==> src/rtl/serial_input_block_pkg.sv <==
// Shared defaults and mode encoding for the serial frame buffer.
`timescale 1ns/1ps
package serial_input_block_pkg;
   localparam int DEF_DEPTH  = 64;
   localparam int DEF_ADDR_W = $clog2(DEF_DEPTH);

   typedef enum logic {
      MODE_FILL  = 1'b0,
      MODE_DRAIN = 1'b1
   } mode_t;
endpackage

==> src/rtl/serial_input_block_bit_buffer.sv <==
// DEPTH x 1 single-port bit store: one-hot word select over a flop array.
`timescale 1ns/1ps
module bit_buffer #(
   parameter int DEPTH  = 64,
   parameter int ADDR_W = 6
) (
   input  logic              clk,
   input  logic              we,
   input  logic [ADDR_W-1:0] addr,
   input  logic              din,
   output logic              dout
);
   logic [DEPTH-1:0] r_mem;
   logic [DEPTH-1:0] w_sel;
   logic             w_rd;

   always_comb begin
      w_sel       = '0;
      w_sel[addr] = 1'b1;
   end

   always_ff @(posedge clk) begin
      for (int i = 0; i < DEPTH; i++) begin
         if (we && w_sel[i]) r_mem[i] <= din;
      end
   end

   // Read data is captured by the caller's output register on the same edge.
   always_comb begin
      w_rd = 1'b0;
      for (int i = 0; i < DEPTH; i++) begin
         w_rd = w_rd | (w_sel[i] & r_mem[i]);
      end
   end

   assign dout = w_rd;
endmodule

==> src/rtl/serial_input_block.sv <==
// Captures a DEPTH-bit serial frame, then replays it with a valid strobe
// and a per-frame running XOR integral; FILL and DRAIN alternate forever.
`timescale 1ns/1ps
module serial_input_block
   import serial_input_block_pkg::*;
#(
   parameter int DEPTH  = DEF_DEPTH,
   parameter int ADDR_W = DEF_ADDR_W
) (
   input  logic clk,
   input  logic reset,
   input  logic bin_in,
   output logic bin_out,
   output logic bin_int_out,
   output logic valid,
   output logic mode
);
   mode_t             r_mode;
   mode_t             w_mode_nxt;
   logic [ADDR_W-1:0] r_ptr;
   logic [ADDR_W-1:0] w_ptr_nxt;
   logic              w_last;
   logic              w_we;
   logic              w_rd;
   logic              r_out;
   logic              r_int;
   logic              r_valid;

   assign w_last = (r_ptr == ADDR_W'(DEPTH - 1));
   assign w_we   = (r_mode == MODE_FILL);

   bit_buffer #(
      .DEPTH (DEPTH),
      .ADDR_W(ADDR_W)
   ) u_buf (
      .clk (clk),
      .we  (w_we),
      .addr(r_ptr),
      .din (bin_in),
      .dout(w_rd)
   );

   always_ff @(posedge clk or posedge reset) begin
      if (reset) begin
         r_mode <= MODE_FILL;
         r_ptr  <= '0;
      end else begin
         r_mode <= w_mode_nxt;
         r_ptr  <= w_ptr_nxt;
      end
   end

   always_comb begin
      w_mode_nxt = r_mode;
      w_ptr_nxt  = r_ptr + ADDR_W'(1);
      if (w_last) begin
         w_ptr_nxt  = '0;
         w_mode_nxt = (r_mode == MODE_FILL) ? MODE_DRAIN : MODE_FILL;
      end
   end

   // Integral restarts with the first bit of every replayed frame.
   always_ff @(posedge clk or posedge reset) begin
      if (reset) begin
         r_out   <= 1'b0;
         r_int   <= 1'b0;
         r_valid <= 1'b0;
      end else if (r_mode == MODE_DRAIN) begin
         r_out   <= w_rd;
         r_int   <= (r_ptr == '0) ? w_rd : (r_int ^ w_rd);
         r_valid <= 1'b1;
      end else begin
         r_valid <= 1'b0;
      end
   end

   assign bin_out     = r_out;
   assign bin_int_out = r_int;
   assign valid       = r_valid;
   assign mode        = r_mode;
endmodule

==> config.mk <==
export PLATFORM = sky130hd
export DESIGN_NAME = serial_input_block
export DESIGN_NICKNAME = d
export VERILOG_FILES = /design/src/rtl/serial_input_block_pkg.sv /design/src/rtl/serial_input_block_bit_buffer.sv /design/src/rtl/serial_input_block.sv
export SDC_FILE = /design/constraint.sdc
export NUM_CORES = 1
export LEC_CHECK = 0
export CAP_MARGIN = 20
export CELL_PAD_IN_SITES_DETAIL_PLACEMENT = 0
export CELL_PAD_IN_SITES_GLOBAL_PLACEMENT = 1
export CORE_MARGIN = 10
export CORE_UTILIZATION = 45
export DETAILED_ROUTE_END_ITERATION = 10
export GPL_ROUTABILITY_DRIVEN = 0
export PLACE_DENSITY = 0.85
export SLEW_MARGIN = 25
export SYNTH_ARGS = -nofsm -noshare
export SYNTH_HDL_FRONTEND = slang
export SYNTH_SLANG_ARGS = --single-unit
==> constraint.sdc <==
create_clock -name clk -period 1.9 [get_ports clk]
set_clock_uncertainty 0.05 [all_clocks]
set_input_delay 0.285 -clock clk [delete_from_list [all_inputs] [get_ports clk]]
set_output_delay 0.285 -clock clk [all_outputs]
set_load 0.01 [all_outputs]
==> flow_summary.yaml <==
synth:
  syn_nets: 311
  synth_seq_cells: 74
  yosys.area.top_type: "edfxtp_1"
  synth.area.top_cells: "edfxtp_1 54%, nor2_1 7.3%, dfrtp_1 7.1%"
  synth_area_per_cell_sq_um: 11.58
  synth_edf_count: 64
  synth_common_cells: "69 x nor2_1, 64 x edfxtp_1, 14 x mux2i_1, 14 x nand2_1, 14 x nand3_1"
  synth-simple-area-share_pct: 19.36
  yosysUniqueCellTypes: 53
  synth_cells: 306
  async_flop_share_pct: 13.51
  yosysSeqAreaShare_pct: 61.32
  synth-main-ff-cell: "edfxtp_1"
  synthMostInstantiatedCell: "nor2_1"
  synth_compound_area_share_pct: 7.489
  synth_top_area_share_pct: 54.26
  yosys.area_share.adder_pct: 0.7065
  synth_top_family_by_area: "simple AND/OR/NAND/NOR gates"
  yosys_warnings: 0
  synthXorXnorAreaFrac_pct: 0.9890
  synthMuxAreaShare_pct: 5.228
  syn_area_sq_mm: 0.003542
clocking:
  clkLatencyLatePin_ns: 0.35
  cts_buffers: 9
  clk_pin_slew_ns: 0.09
  cts-root-buf: "clkbuf_8"
  cts_sinks: 74
  cts_max_level: 3
  cts_tree: "built"
  cts_buffer_depth: 2
sta:
  hold_viol: 0
  rsz0062_at_grt: "yes"
  relSlewSlack_pct: 69.58
  tightest_slew_ns: 0.4550
  fin_crit_ns: 2.095
  worst_slack_ns: -0.1950
  fmaxAchievable_mhz: 477.3
  finalCritPeriodShare_pct: 110.3
  maxSlewViolCount: 0
  setup_viol: 2
  finalSetupTns_ns: -0.3749
worst_setup_path:
  end_kind: "flip-flop"
  crit_arrival_ns: 2.33
  critPathMaxFanout: 6
  crit_type: "reg2reg"
  startpoint: "r_ptr[0]"
  startpoint_type: "flip-flop"
  r2r_start: "r_ptr[0]"
  cp.required_ns: 2.13
die:
  initial_core_util_pct: 46.08
  ioPinCount: 7
  die_w_microns: 108.7
  die_h_microns: 108.7
  num_rows: 32
  core_sq_mm: 0.007687
  die-area_sq_mm: 0.01182
global_routing:
  grt_antenna_before_repair: 0
  track_usage_pct: 15.36
  grt_pass1_vias: 2520
  grt_overflow: 0
  grt_max_degree: 42
  grt_pass1_wl_microns: 13760
detailed_routing:
  drtAntennaViolNets: 0
  routed_wl_microns: 8591
  first_pass_iters: 4
  dr_total_vias: 2598
  drtIter0Drc: 202
  wire_per_inst_microns: 18.52
  drc: 0
  via_per_inst: 5.599
power_and_ir_drop:
  p_per_area_mw_per_mm2: 708.5
  irDropWorstVdd_mv: 0.3499
  power_leakage_nw: 1.629
final_layout:
  syn2layout_area_growth_pct: 24.87
  fin_nets: 362
  utilization_pct: 57.54
  antenna_cells: 0
  final_layout_size_suffix_gt1_share_pct: 29.28
flow_run:
  cap_violations: 0
worst_hold_path:
  hold_class: "in2async"
placed_design:
  dpl_worst_slack_ns: -0.2834
  portBuffers: 6
  dpl.hpwl_microns: 5790
outcome:
  status: "complete, but fails checks"
  violations: "negative setup slack"
==> final timing paths <==
check	end	slack (ns)	cells after the start
min in group clk	u_buf.r_mem[46]	0.35	1
worst max-delay path	bin_int_out	-0.20	7
max in group asynchronous	r_ptr[0]	1.31	2
worst min register to register	bin_out	0.46	2
worst min-delay path	r_ptr[3]	0.17	2
worst max register to register	bin_int_out	-0.20	7
==> flip-flops by register name, summed over array words and instances (netlist names) <==
signal	flops
bin_out	1
bin_int_out	1
u_buf.r_mem	64
valid	1
r_ptr	6
mode	1
==> per-stage QoR <==
stage	instance area [sq um]	power, mW	cells	hold slack (ns)
after floorplan	3548	1.806	306	0.07518
after global placement	3984	1.831	442	0.4551
after detailed placement	3984	1.833	442	0.4585
after CTS	4322	3.154	462	0.1655
after global routing	4423	3.228	464	0.2117
final	4423	3.134	464	0.1651
==> cell type report <==
type,count,area [sq um]
flip-flops and latches,74,2177
multi-input cells,199,1321
well taps,102,127.6
repair buffers,63,538.0
fillers,663,3264
clock inverters,7,93.84
inverters,10,41.29
clock buffers,9,123.9
==> logic make-up after synthesis <==
kind of cell | count (synthesis)
adder cells (fa/ha/maj) | 2
multiplexers | 18
AO/OA/AOI/OAI | 36
XOR/XNOR | 4
AND/OR/NAND/NOR | 139
buffers and inverters | 33
flip-flops | 74
==> where the power goes <==
group / internal, mW / leakage (nW) / switching (mW) / total [mW]
sequential: 1.76 / 0.699 / 0.000430 / 1.76
clock: 0.736 / 0.105 / 0.603 / 1.34
combinational: 0.00736 / 0.824 / 0.0232 / 0.0305
==> per-layer routing <==
metal,GRT usage (%),up-vias,routed length [microns]
met5,0,-,0
met4,5.650,0,214
met3,4.189,19,544
met2,23.15,100,4056
met1,20.77,1263,3775
li1,-,1216,-
==> cell usage in the layout (no fill, tap or decap), drive strengths merged, types with 4 or more instances in the layout <==
master / n
a211oi: 4
buf: 58
clkbuf: 9
clkdlybuf4s50: 5
dfrtp: 10
edfxtp: 64
inv: 9
mux2: 4
mux2i: 14
nand2: 14
nand3: 14
nand3b: 6
nand4: 5
nand4b: 4
nor2: 69
nor2b: 5
nor3: 6
o21ai: 9
o22ai: 5
or3b: 4
==> worst max-delay path: stages (launching register included) <==
cell      delay [ns]
dfrtp_2         0.46
buf_6           0.14
mux2_4          0.28
and3_4          0.18
o311ai_4        0.29
a21oi_2         0.11
o41ai_4         0.35
xor2_1          0.17
==> timing repair <==
| item | in CTS | in global routing |
|---|---|---|
| endpoints found under the setup margin | 2 | 27 |
| pin swaps | 8 | 8 |
| hold buffers | 0 | 0 |
| resized for setup | 23 | 17 |
| buffers inserted | 4 | 2 |
No activity file was read; power rests on OpenSTA's default activity.
